===== src/rtl/uart_transmit.sv =====
// 8N1 UART transmitter: serialises one byte per accepted request onto tx_o, LSB first.
// Optional parity bit between data and stop is enabled by defining UART_TX_PARITY_EN.
module uart_transmit #(
   parameter int CLKS_PER_BIT = 5208,
   parameter int PARITY_ODD   = 0
) (
   input  logic       clk,
   input  logic       reset,
   input  logic [7:0] data,
   input  logic       send,
   output logic       ready,
   output logic       done,
   output logic       tx_o
);

   localparam logic [2:0] IDLE   = 3'd0;
   localparam logic [2:0] START  = 3'd1;
   localparam logic [2:0] DATA   = 3'd2;
   localparam logic [2:0] STOP   = 3'd4;
`ifdef UART_TX_PARITY_EN
   localparam logic [2:0] PARITY = 3'd3;
   localparam logic ParityOdd    = 1'(PARITY_ODD);
`endif

   localparam logic [15:0] LastCnt     = 16'(CLKS_PER_BIT - 1);
   // STOP leaves one cycle early so ready/done land in the final stop-bit cycle
   // and a held send starts the next frame with no extra idle cycle.
   localparam logic [15:0] StopLastCnt = 16'(CLKS_PER_BIT - 2);

   if (CLKS_PER_BIT < 2 || CLKS_PER_BIT > 65535 || PARITY_ODD < 0 || PARITY_ODD > 1) begin : gIllegalParams
   end

   logic [2:0]  state_q,   state_d;
   logic [15:0] baudCnt_q, baudCnt_d;
   logic [2:0]  bitIdx_q,  bitIdx_d;
   logic [7:0]  shift_q,   shift_d;
   logic        tx_q,      tx_d;
   logic        ready_q,   ready_d;
   logic        done_q,    done_d;
`ifdef UART_TX_PARITY_EN
   logic        parity_q,  parity_d;
`endif
   logic        bitEnd;

   assign bitEnd = (baudCnt_q == LastCnt);

   always_comb begin
      state_d   = state_q;
      baudCnt_d = baudCnt_q;
      bitIdx_d  = bitIdx_q;
      shift_d   = shift_q;
      tx_d      = tx_q;
      ready_d   = ready_q;
      done_d    = 1'b0;
`ifdef UART_TX_PARITY_EN
      parity_d  = parity_q;
`endif
      case (state_q)
         IDLE: begin
            baudCnt_d = '0;
            if (send && ready_q) begin
               shift_d = data;
               state_d = START;
               tx_d    = 1'b0;
               ready_d = 1'b0;
`ifdef UART_TX_PARITY_EN
               parity_d = (^data) ^ ParityOdd;
`endif
            end
         end
         START: begin
            if (bitEnd) begin
               baudCnt_d = '0;
               bitIdx_d  = '0;
               state_d   = DATA;
               tx_d      = shift_q[0];
            end else begin
               baudCnt_d = baudCnt_q + 16'd1;
            end
         end
         DATA: begin
            if (bitEnd) begin
               baudCnt_d = '0;
               shift_d   = {1'b0, shift_q[7:1]};
               bitIdx_d  = bitIdx_q + 3'd1;
               if (bitIdx_q == 3'd7) begin
`ifdef UART_TX_PARITY_EN
                  state_d = PARITY;
                  tx_d    = parity_q;
`else
                  state_d = STOP;
                  tx_d    = 1'b1;
`endif
               end else begin
                  tx_d = shift_q[1];
               end
            end else begin
               baudCnt_d = baudCnt_q + 16'd1;
            end
         end
`ifdef UART_TX_PARITY_EN
         PARITY: begin
            if (bitEnd) begin
               baudCnt_d = '0;
               state_d   = STOP;
               tx_d      = 1'b1;
            end else begin
               baudCnt_d = baudCnt_q + 16'd1;
            end
         end
`endif
         STOP: begin
            if (baudCnt_q == StopLastCnt) begin
               baudCnt_d = '0;
               state_d   = IDLE;
               ready_d   = 1'b1;
               done_d    = 1'b1;
            end else begin
               baudCnt_d = baudCnt_q + 16'd1;
            end
         end
         default: begin
            state_d   = IDLE;
            baudCnt_d = '0;
            tx_d      = 1'b1;
            ready_d   = 1'b1;
         end
      endcase
   end

   always_ff @(posedge clk or posedge reset) begin
      if (reset) begin
         state_q   <= IDLE;
         baudCnt_q <= '0;
         bitIdx_q  <= '0;
         shift_q   <= '0;
         tx_q      <= 1'b1;
         ready_q   <= 1'b1;
         done_q    <= 1'b0;
`ifdef UART_TX_PARITY_EN
         parity_q  <= 1'b0;
`endif
      end else begin
         state_q   <= state_d;
         baudCnt_q <= baudCnt_d;
         bitIdx_q  <= bitIdx_d;
         shift_q   <= shift_d;
         tx_q      <= tx_d;
         ready_q   <= ready_d;
         done_q    <= done_d;
`ifdef UART_TX_PARITY_EN
         parity_q  <= parity_d;
`endif
      end
   end

   assign tx_o  = tx_q;
   assign ready = ready_q;
   assign done  = done_q;

endmodule


===== config.mk =====
export PLATFORM = sky130hd
export DESIGN_NAME = uart_transmit
export DESIGN_NICKNAME = d
export VERILOG_FILES = /design/src/rtl/uart_transmit.sv
export SDC_FILE = /design/constraint.sdc
export NUM_CORES = 1
export LEC_CHECK = 0
export CAP_MARGIN = 20
export CORE_MARGIN = 1.5
export CORE_UTILIZATION = 55
export CTS_BUF_LIST = sky130_fd_sc_hd__clkbuf_8 sky130_fd_sc_hd__clkbuf_16
export CTS_CLUSTER_DIAMETER = 200
export DETAILED_ROUTE_END_ITERATION = 16
export PLACE_DENSITY = 0.8
export SLEW_MARGIN = 20
export SYNTH_ARGS = -nofsm -noshare
export SYNTH_HDL_FRONTEND = slang
export SYNTH_SLANG_ARGS = --single-unit

===== constraint.sdc =====
create_clock -name clk -period 3.2 [get_ports clk]
set_input_delay 0.64 -clock clk [delete_from_list [all_inputs] [get_ports clk]]
set_output_delay 0.64 -clock clk [all_outputs]
set_load 0.05 [all_outputs]

==> results.md, run 1 <==
* Die area at approximately 0.0034 mm^2
* # rows at 20
* R2r setup slk at roughly 1.1 ns
* WP data required at 2.56 ns
* Slew margin rel. at 0.544
* Total power draw at 0.750 mW
* Final TNS setup at 0 ns
* FF-to-FF Start: baudCnt_q[3]$_DFF_PP0_
* Number of diodes at 0
* Worst Path Max Fanout at 6
* # IOs at 14
* Total core area at 0.00300 mm^2
* Later-pin clock latency in the skew report at 0.28 ns
* Synthesis-to-finish area growth at 13.6%
* Synth top area share at 0.455
* Power per Cell Area at between 300 and 400 mW/mm^2
* CTS Buffer Depth at 2
* Initial antenna violation count at 0
* Final hold vios at 0
* CTS tree: yes
* Commonest register cell after synthesis: dfrtp_1
* Fmax at 434 MHz
* R2r worst-path depth at 4
* Most frequent cells in the layout: dfrtp_1 (31), nor2_1 (25), clkdlybuf4s50_1 (13)
* CP Buf/Inv Count at 1
* Total gr overflow at 0
* Actual slew at the worst max-slew pin at 0.684 ns
* Async SR Flop Fraction at 1.00
* NumNets Final at a little under 200
* RSZ-0062 raised after global routing: false
* Most common cell after layout, fill and taps aside: dfrtp_1
* Seq/Total Area, Yosys at 0.486
* Critical path class: reg -> out
* PostCTS Resize Cnt at 0
* Status: finished clean
* YS warnings at 0
* DRC violations left at 0
* Post-route ant nets at 0
* Fin. max-slew vios at 0
* H-tree levels at 2
* Vias per std cell at 5.91
* Worst Setup Start Kind: flip-flop
* Worst vdd ir at 0.000336 V
* Cells after Synth at 162
* Clk slew on worst S/H paths at 0.06 ns
* Pre-CTS setup slack at 0.849 ns
* Postcts setup bufs at 0
* Slowest CP cell: clkdlybuf4s50_1
* Cell class contributing the biggest share of worst-path delay: buffers and inverters
* Post-DP HPWL at 2370 um
* P_leak at 0.827 nW
* Cell Chain, Critical Path: clkdlybuf4s50_1
* Final Wtd Congestion at 0.862
* Post-Syn Area at 0.00170 mm^2
* WL/cell at 15.6 um
* Die width at ~59 um
* Flops & latches, synth at 33
* CP Capture Type: primary output
* Clock period minus worst slack at approximately 2.3 ns
* Max Cap Viol at 0
* Final worst slack at between 0.8 and 0.9 ns
* Final period util at 0.720
* Worst hold path depth at 1
* Worst Hold Endpoint: shift_q[5]$_DFFE_PP0P_
* # fillers at 239
* Number of clock sinks at 33
* Vias in the first global route at 1,261
* Fraction of layout cells with a size suffix above 1 at 0.0899
* HP Start: shift_q[5]$_DFFE_PP0P_
* Largest net degree at the start of global routing at 34
* TritonRoute pass-1 iters at 4
* Area contributors post-synth: dfrtp_1 (46%), xnor2_1 (6.2%), nor2_1 (5.5%)
* Min-delay worst type: reg -> reg
* Die height at 58.7 um
* Setup Skew at between 0.003 and 0.004 ns
* Tot GR Track Use at 0.221
* CTS hold repair buffers at 0
* DRT iter0 DRCs at 30
* Detailed Route WL at 3290 um
* Largest area contributor in the netlist: dfrtp_1
* Global-route wire length before repair at 5570 um
* Initial Util at 0.567
* Syn nets at 177
* Syn_area_per_cell at 10.5 um^2
* Root Buffer: clkbuf_8
* CP Data Arrival Time at 1.66 ns
* Netlist cell types at 38
* Port buffer count at 13
* Count of flip-flops with a built-in enable after synthesis at 0
* Num CTS Buffers at 5
* Total vias in the final route at 1,247
* CP max stage delay at 0.81 ns
* # setup viols final at 0
* WHS at around 0.49 ns
* R2r endpoint: shift_q[0]$_DFFE_PP0P_
-- layout make-up --
type,instances,area (um^2),area share
clock inverter,1,3.75,0.00194
inverter,6,22.5,0.0116
multi-input combinational,118,820,0.423
timing repair buffer,14,138,0.0711
tap,33,41.3,0.0213
clock buffer,6,82.6,0.0427
sequential,33,828,0.428
-- power by group --
part	total, mW	internal, mW	switching, mW
logic	0.0224	0.0122	0.0103
clock network	0.310	0.167	0.143
registers	0.417	0.417	0
total	0.750	0.597	0.153
-- routing by layer --
layer  share of wire  wire [um]  GRT usage
met5               0          0          0
met3           0.041        136     0.0747
met2            0.49       1630      0.371
met4           0.015         49     0.0877
met1            0.45       1480      0.260
-- worst register-to-register path: cells and delay by family, from the launching register on --
| family | cells | cell delay [ns] |
|---|---|---|
| flops | 1 | 0.47 |
| simple gates | 2 | 0.77 |
| compound gates | 2 | 0.80 |
-- synth_stat cells, types with 3 or more instances --
cell and n:
nor2_1 25, dfrtp_1 31, nor3_1 3, nand2b_1 3, nand2_1 10, nand4_1 5, o21a_1 7, o32a_1 7
nand3_1 6, inv_1 6, nor4b_4 3, nor4_1 5, xnor2_1 12, ha_1 4, o21ai_0 3, clkbuf_1 3
-- stage by stage --
| stage | utilization | area (um^2) | std cells |
|---|---|---|---|
| after detailed placement | 0.616 | 1850 | 204 |
| after global placement | 0.616 | 1850 | 204 |
| after CTS | 0.645 | 1940 | 211 |
| after global routing | 0.645 | 1940 | 211 |
| final | 0.645 | 1940 | 211 |
| after floorplan | - | 1700 | 162 |
-- cell families after synthesis --
family                     synth area share
and+or+nand+nor                       0.228
AOI/OAI and AO/OA                     0.145
adders and majority gates            0.0294
muxes                               0.00661
buffers and inverters                0.0330
DFF                                   0.486
xor gates and xnor gates             0.0720
-- flip-flops by register name (all words and copies together) (netlist names) --
register / flops
state_q: 3
ready: 1
baudCnt_q: 16
done: 1
tx_o: 1
bitIdx_q: 3
shift_q: 8
-- how the worst max path moves through the flow --
| stage | start | end | cells past startpoint |
|---|---|---|---|
| after floorplan | ready$_DFFE_PP1P_ | shift_q[5]$_DFFE_PP0P_ | 5 |
| after global placement | send | shift_q[5]$_DFFE_PP0P_ | 5 |
| after detailed placement | send | shift_q[0]$_DFFE_PP0P_ | 5 |
| after CTS | ready$_DFFE_PP1P_ | ready | 1 |
| after global routing | ready$_DFFE_PP1P_ | ready | 1 |
| final | ready$_DFFE_PP1P_ | ready | 1 |
No activity file was read; power rests on OpenSTA's default activity.
==> run 2: changes to the inputs <==
--- a/config.mk
+++ b/config.mk
@@ -7,11 +7,11 @@
 export LEC_CHECK = 0
 export CAP_MARGIN = 20
 export CORE_MARGIN = 1.5
-export CORE_UTILIZATION = 55
+export CORE_UTILIZATION = 51
 export CTS_BUF_LIST = sky130_fd_sc_hd__clkbuf_8 sky130_fd_sc_hd__clkbuf_16
 export CTS_CLUSTER_DIAMETER = 200
 export DETAILED_ROUTE_END_ITERATION = 16
-export PLACE_DENSITY = 0.8
+export PLACE_DENSITY = 0.78
 export SLEW_MARGIN = 20
 export SYNTH_ARGS = -nofsm -noshare
 export SYNTH_HDL_FRONTEND = slang
==> constraint.sdc (replaced) <==
create_clock -name clk -period 1.89 [get_ports clk]
set_input_delay 0.378 -clock clk [delete_from_list [all_inputs] [get_ports clk]]
set_output_delay 0.378 -clock clk [all_outputs]
set_load 0.05 [all_outputs]
==> run 2 against run 1 <==
Effect of this change:
- first-iteration DRC count rose to 2.9 times the previous value
- cell count rose by 16%
- sequential cell count did not move
- power rose by 66%
- sequential share of layout area fell by 3.9 points
- wire length rose by 4.0%
- critical endpoint is now baudCnt_q[11]$_DFF_PP0_
- non-clock buffer count rose by 21
==> results.md, run 2 (synthesized netlist as in run 1, its figures left out) <==
* Final Wtd Congestion at 0.899 (+4.3%)
* Setup Skew at 0.0102 ns (+0.00630 ns)
* Worst vdd ir at 0.000447 V (+33%)
* Num CTS Buffers at 5 (unchanged)
* CTS tree: yes
* Pre-CTS setup slack at -0.0213 ns (-0.870 ns)
* CTS hold repair buffers at 0 (unchanged)
* Worst Path Max Fanout at 16 (+10)
* P_sw at 0.267 mW (+74%)
* Total gr overflow at 0 (unchanged)
* Biggest regs: baudCnt_q: 16 flops, shift_q: 8 flops
* CP Capture Type: flip-flop
* WP data required at 2.06 ns (-0.50 ns)
* Die width at 60.8 um (+3.6%)
* Power per Cell Area at 586 mW/mm^2 (+51%)
* Port buffer count at 13 (unchanged)
* Fin. max-slew vios at 0 (unchanged)
* Final TNS setup at 0 ns (unchanged)
* Global-route wire length before repair at 5830 um (+4.7%)
* Most flops, register: baudCnt_q
* Switching Fraction at 0.214 (+0.00939)
* # IOs at 14 (unchanged)
* Post-route ant nets at 0 (unchanged)
* Total vias in the final route at 1,340 (+7.5%)
* NumNets Final at 214 (+11%)
* Actual slew at the worst max-slew pin at 0.491 ns (-0.193 ns)
* Tot GR Track Use at 0.217 (-0.00367)
* TritonRoute pass-1 iters at 4 (unchanged)
* Vias in the first global route at 1,315 (+4.3%)
* Initial Util at 0.549 (-0.0183)
* CTS Buffer Depth at 2 (unchanged)
* Most common cell after layout, fill and taps aside: dfrtp_1
* Clk slew on worst S/H paths at 0.06 ns (about the same)
* Sequential share of power at 0.566 (+0.010)
* CP Data Arrival Time at 1.96 ns (+0.30 ns)
* Total core area at 0.00310 mm^2 (+3.3%)
* # setup viols final at 0 (unchanged)
* Fraction of layout cells with a size suffix above 1 at 0.200 (+0.110)
* Max Cap Viol at 0 (unchanged)
* # rows at 20 (unchanged)
* Number of clock sinks at 33 (unchanged)
* Register area at 828 um^2 (unchanged)
* Worst Setup Start Kind: flip-flop
* Vias per std cell at 5.49 (-7.1%)
* Die height at 60.8 um (+3.6%)
* Detailed Route WL at 3420 um (+4.0%)
* P_leak at 0.952 nW (+15%)
* Root Buffer: clkbuf_8
* Later-pin clock latency in the skew report at 0.29 ns (about the same)
* Area of the multi-input gates at 828 um^2 (+1.1%)
* Final hold vios at 0 (unchanged)
* Die area at 0.00370 mm^2 (+7.4%)
* Postcts setup bufs at 0 (unchanged)
* Largest net degree at the start of global routing at 18 (-47%)
* Critical path class: reg -> reg
* DRT iter0 DRCs at 86 (+190%)
* Synthesis-to-finish area growth at 25.1%
* Status: finished clean
* Post-DP HPWL at 2600 um (+9.9%)
* WL/cell at 14.0 um (-10%)
* DRC violations left at 0 (unchanged)
* Comb power frac at 0.036 (+0.006)
* H-tree levels at 2 (unchanged)
* # fillers at 254 (+6.3%)
* Slew margin rel. at 0.672 (+0.127)
* Min-delay worst type: in -> async
* RSZ-0062 raised after global routing: false
* Most frequent cells in the layout: dfrtp_1 (31), nor2_1 (25), buf_4 (22)
* Final worst slack at 0.104 ns (-0.793 ns)
* P_int at 0.982 mW (+64%)
* Clock share of power at 0.398 (-0.016)
* Fmax at 560 MHz
* Clock period minus worst slack at 1.79 ns
* Number of diodes at 0 (unchanged)
* Initial antenna violation count at 0 (unchanged)
* Final period util at 0.945
* Max FFs per register at 16 (unchanged)
* PostCTS Resize Cnt at 0 (unchanged)
## run 2: cell count changes in the layout (fill, tap and decap cells not counted), sizes merged
cell           before  now
buf                 1   24
clkdlybuf4s50      13   11
clkinv              0    2
clkbuf              6    5
## run 2: power groups by stage
stage                     clock (mW)  sequential [mW]  combinational, mW
after floorplan                    0            0.719             0.0120
after global placement             0            0.719             0.0451
after detailed placement           0            0.719             0.0460
after CTS                      0.516            0.706             0.0463
after global routing           0.545            0.706             0.0501
final                          0.497            0.707             0.0446
## run 2: metal layers
metal / track usage / vias up / part of all wire
met2: 0.373 / 20 / 0.51
met1: 0.259 / 654 / 0.44
met3: 0.0640 / 6 / 0.032
met5: 0 / - / 0
li1: - / 660 / -
met4: 0.0745 / 0 / 0.012
## run 2: final cells by class
cell class	count	share of cell area
Sequential cell	33	0.388
Timing Repair Buffer	35	0.148
Clock buffer	5	0.0323
Multi-Input combinational cell	118	0.388
Inverter	6	0.0106
Clock inverter	3	0.00646
Tap cell	44	0.0258
## run 2: stage by stage
step	utilization	power [mW]	hold slack, ns	std cells	area (um^2)
after floorplan	-	0.731	0.450	162	1700
after global placement	0.658	0.765	0.467	236	2040
after detailed placement	0.658	0.765	0.483	236	2040
after CTS	0.684	1.27	0.386	244	2120
after global routing	0.687	1.30	0.427	244	2130
final	0.687	1.25	0.382	244	2130
## run 2: worst max-delay path, cell delays in order, from the launching register on
cell and delay (ns):
dfrtp_1 0.44, nor4b_4 0.38, buf_4 0.18, nand4_1 0.17, a22oi_2 0.28, buf_12 0.17
nor2_1 0.06
## run 2: path summary, 6_finish.rpt
kind                       slack (ns)               startpoint                 endpoint  depth (start not counted)
max                              0.10  baudCnt_q[13]$_DFF_PP0_  baudCnt_q[11]$_DFF_PP0_                          6
min                              0.38                    reset   baudCnt_q[1]$_DFF_PP0_                          2
max reg2reg                      0.10  baudCnt_q[13]$_DFF_PP0_  baudCnt_q[11]$_DFF_PP0_                          6
min reg2reg                      0.49   baudCnt_q[0]$_DFF_PP0_   baudCnt_q[0]$_DFF_PP0_                          1
max in group asynchronous        1.00                    reset        ready$_DFFE_PP1P_                          3
min in group clk                 0.49   baudCnt_q[0]$_DFF_PP0_   baudCnt_q[0]$_DFF_PP0_                          1
==> run 3: changes to the inputs <==
--- a/config.mk
+++ b/config.mk
@@ -7,11 +7,11 @@
 export LEC_CHECK = 0
 export CAP_MARGIN = 20
 export CORE_MARGIN = 1.5
-export CORE_UTILIZATION = 51
+export CORE_UTILIZATION = 55
 export CTS_BUF_LIST = sky130_fd_sc_hd__clkbuf_8 sky130_fd_sc_hd__clkbuf_16
 export CTS_CLUSTER_DIAMETER = 200
 export DETAILED_ROUTE_END_ITERATION = 16
-export PLACE_DENSITY = 0.78
+export PLACE_DENSITY = 0.8
 export SLEW_MARGIN = 20
 export SYNTH_ARGS = -nofsm -noshare
 export SYNTH_HDL_FRONTEND = slang
==> constraint.sdc (replaced) <==
create_clock -name clk -period 1.7 [get_ports clk]
set_input_delay 0.34 -clock clk [delete_from_list [all_inputs] [get_ports clk]]
set_output_delay 0.34 -clock clk [all_outputs]
set_load 0.05 [all_outputs]
==> run 3 against run 2 <==
Effect of this change:
- first-iteration DRC count down 35%
- fmax up 2.8%
- cell count is 2.0% higher
- setup slack lost 0.14 ns
- the run now ends with setup timing left
- combinational power down 2%
- sequential power increased by 11%
- power rose by 9.4%
- cell area rose by 6.2%
- highest routed layer unchanged
- utilization up 6.7 points
- clock power increased by 7.8%
- largest power group unchanged
- critical endpoint is now tx_o$_DFFE_PP1P_
- die area shrank 6.9%
==> results.md, run 3 (synthesized netlist as in run 1, its figures left out) <==
* Largest net degree at the start of global routing at 34 (+16)
* Fmax at 576 MHz (+2.8%)
* Worst Path Max Fanout at 6 (-10)
* Global-route wire length before repair at 6360 um (+9.1%)
* FF-to-FF Start: baudCnt_q[13]$_DFF_PP0_
* Die area at 0.00344 mm^2 (-6.9%)
* Failing checks: setup timing
* # setup viols final at 2 (+2)
* Number of clock sinks at 33 (unchanged)
* CP Capture Type: flip-flop
* NumNets Final at 230 (+7.5%)
* H-tree levels at 2 (unchanged)
* Total power draw at 1.37 mW (+9.4%)
* WHS at 0.435 ns (+0.0537 ns)
* WL/cell at 15.5 um (+10%)
* CTS tree: yes
* Max FFs per register at 16 (unchanged)
* CP max stage delay at 0.42 ns (-0.02 ns)
* TritonRoute pass-1 iters at 4 (unchanged)
* Most common cell after layout, fill and taps aside: buf_4
* Final hold vios at 0 (unchanged)
* Final TNS setup at -0.0381 ns (-0.0381 ns)
* Power per Cell Area at 603 mW/mm^2 (+3.0%)
* Total core area at 0.00300 mm^2 (-3.2%)
* Post-DP HPWL at 2650 um (+1.9%)
* CTS hold repair buffers at 0 (unchanged)
* Root Buffer: clkbuf_8
* Fin. max-slew vios at 0 (unchanged)
* Most Frequent Cell on Critical Path: buf_4
* Fraction of layout cells with a size suffix above 1 at 0.269 (+0.0685)
* Min-delay worst type: in -> async
* Actual slew at the worst max-slew pin at 0.417 ns (-0.0738 ns)
* Initial Util at 0.567 (+0.0183)
* DRC violations left at 0 (unchanged)
* Core Util, Final at 0.754 (+0.0671)
* R2r setup slk at -0.04 ns (-0.14 ns)
* Clock period minus worst slack at 1.74 ns (-0.0487 ns)
* DRT iter0 DRCs at 56 (-35%)
* Vias per std cell at 5.79 (+5.5%)
* Setup Skew at 0.00580 ns (-0.00436 ns)
* Critical path class: reg -> reg
* Worst Setup Start Kind: flip-flop
* # rows at 20 (unchanged)
* Num CTS Buffers at 5 (unchanged)
* Synthesis-to-finish area growth at 32.9%
* Initial antenna violation count at 0 (unchanged)
* Vias in the first global route at 1,491 (+13%)
* Biggest regs: baudCnt_q: 16 flops, shift_q: 8 flops
* Worst vdd ir at 0.000486 V (+8.6%)
* R2r endpoint: tx_o$_DFFE_PP1P_
* Total vias in the final route at 1,442 (+7.6%)
* Total gr overflow at 0 (unchanged)
* Most frequent cells in the layout: buf_4 (37), dfrtp_1 (31), nor2_1 (25)
* RSZ-0062 raised after global routing: true
* Die width at 58.7 um (-3.5%)
* CTS Buffer Depth at 2 (unchanged)
* P_leak at 1.05 nW (+10%)
* Slowest CP cell: dfrtp_1
* Later-pin clock latency in the skew report at 0.29 ns (about the same)
* Final period util at 1.02 (+0.0770)
* Post-route ant nets at 0 (unchanged)
* Clk slew on worst S/H paths at 0.07 ns (about the same)
* Status: complete, but fails checks
* Detailed Route WL at 3860 um (+13%)
* Die height at 58.7 um (-3.5%)
* Port buffer count at 13 (unchanged)
* WP data required at 1.91 ns (-0.15 ns)
* Max Cap Viol at 0 (unchanged)
* Final Wtd Congestion at 0.847 (-5.8%)
* CP Data Arrival Time at 1.95 ns (about the same)
* Number of diodes at 0 (unchanged)
* Cell Chain, Critical Path: nor4b_4, buf_4, nand4_4, buf_4, a22oi_1, a2bb2oi_1
* # IOs at 14 (unchanged)
* Tot GR Track Use at 0.243 (+0.0265)
* Worst Setup SP: baudCnt_q[13]$_DFF_PP0_
* Most flops, register: baudCnt_q
* R2r worst-path depth at 6 (unchanged)
* Slew margin rel. at 0.722 (+0.0502)
* Setup crit end: tx_o$_DFFE_PP1P_
* Final worst slack at -0.0376 ns (-0.141 ns)
==> run 3: metrics by stage <==
step | area [um^2] | setup WS [ns] | std cells
floorplan | 1710 | 0.0230 | 162
global placement | 2100 | -0.120 | 233
detailed placement | 2100 | -0.161 | 233
CTS | 2190 | 0.00160 | 241
global route | 2260 | -0.104 | 249
finish | 2260 | -0.0376 | 249
==> run 3: worst max-delay path: cells and delay by family, from the launching register on <==
kind | cells | cell delay [ns]
simple gates | 2 | 0.50
flops | 1 | 0.42
compound gates | 2 | 0.39
buf+inv | 2 | 0.36
==> run 3: repair_timing <==
| action | CTS | global route |
|---|---|---|
| endpoints found under the setup margin | 7 | 28 |
| buffers inserted | 0 | 7 |
| gates cloned | 0 | 1 |
| pin swaps | 2 | 5 |
| gates resized for setup | 2 | 3 |
==> run 3: worst min path at each step <==
stage	start	endpoint	slack, ns	cells after the start
4_1_cts	reset	baudCnt_q[5]$_DFF_PP0_	0.45	3
2_1_floorplan	baudCnt_q[0]$_DFF_PP0_	baudCnt_q[0]$_DFF_PP0_	0.45	1
3_3_place_gp	shift_q[2]$_DFFE_PP0P_	shift_q[2]$_DFFE_PP0P_	0.47	1
3_5_place_dp	shift_q[2]$_DFFE_PP0P_	shift_q[2]$_DFFE_PP0P_	0.49	1
5_1_grt	shift_q[2]$_DFFE_PP0P_	shift_q[2]$_DFFE_PP0P_	0.51	1
6_report	reset	shift_q[3]$_DFFE_PP0P_	0.44	3
==> run 3: report_power, final <==
group / leakage [nW] / switching, mW / internal (mW)
Clock: 0.0519 / 0.264 / 0.272
Combinational: 0.564 / 0.0196 / 0.0242
Sequential: 0.435 / 0 / 0.786
==> run 3: layout make-up <==
class / count / area (um^2)
Timing Repair Buffer: 50 / 438
Tap cell: 33 / 41.3
Multi-Input combinational cell: 119 / 851
Fill cell: 199 / 738
Sequential cell: 33 / 832
Clock inverter: 3 / 11.3
Inverter: 6 / 22.5
Clock buffer: 5 / 68.8
==> run 3: routing by layer <==
| metal | GRT usage | share of wire | vias to the layer above |
|---|---|---|---|
| met5 | 0 | 0 | - |
| met1 | 0.286 | 0.43 | 711 |
| met2 | 0.424 | 0.53 | 26 |
| met4 | 0.0844 | 0.015 | 0 |
| li1 | - | - | 697 |
| met3 | 0.0725 | 0.031 | 8 |
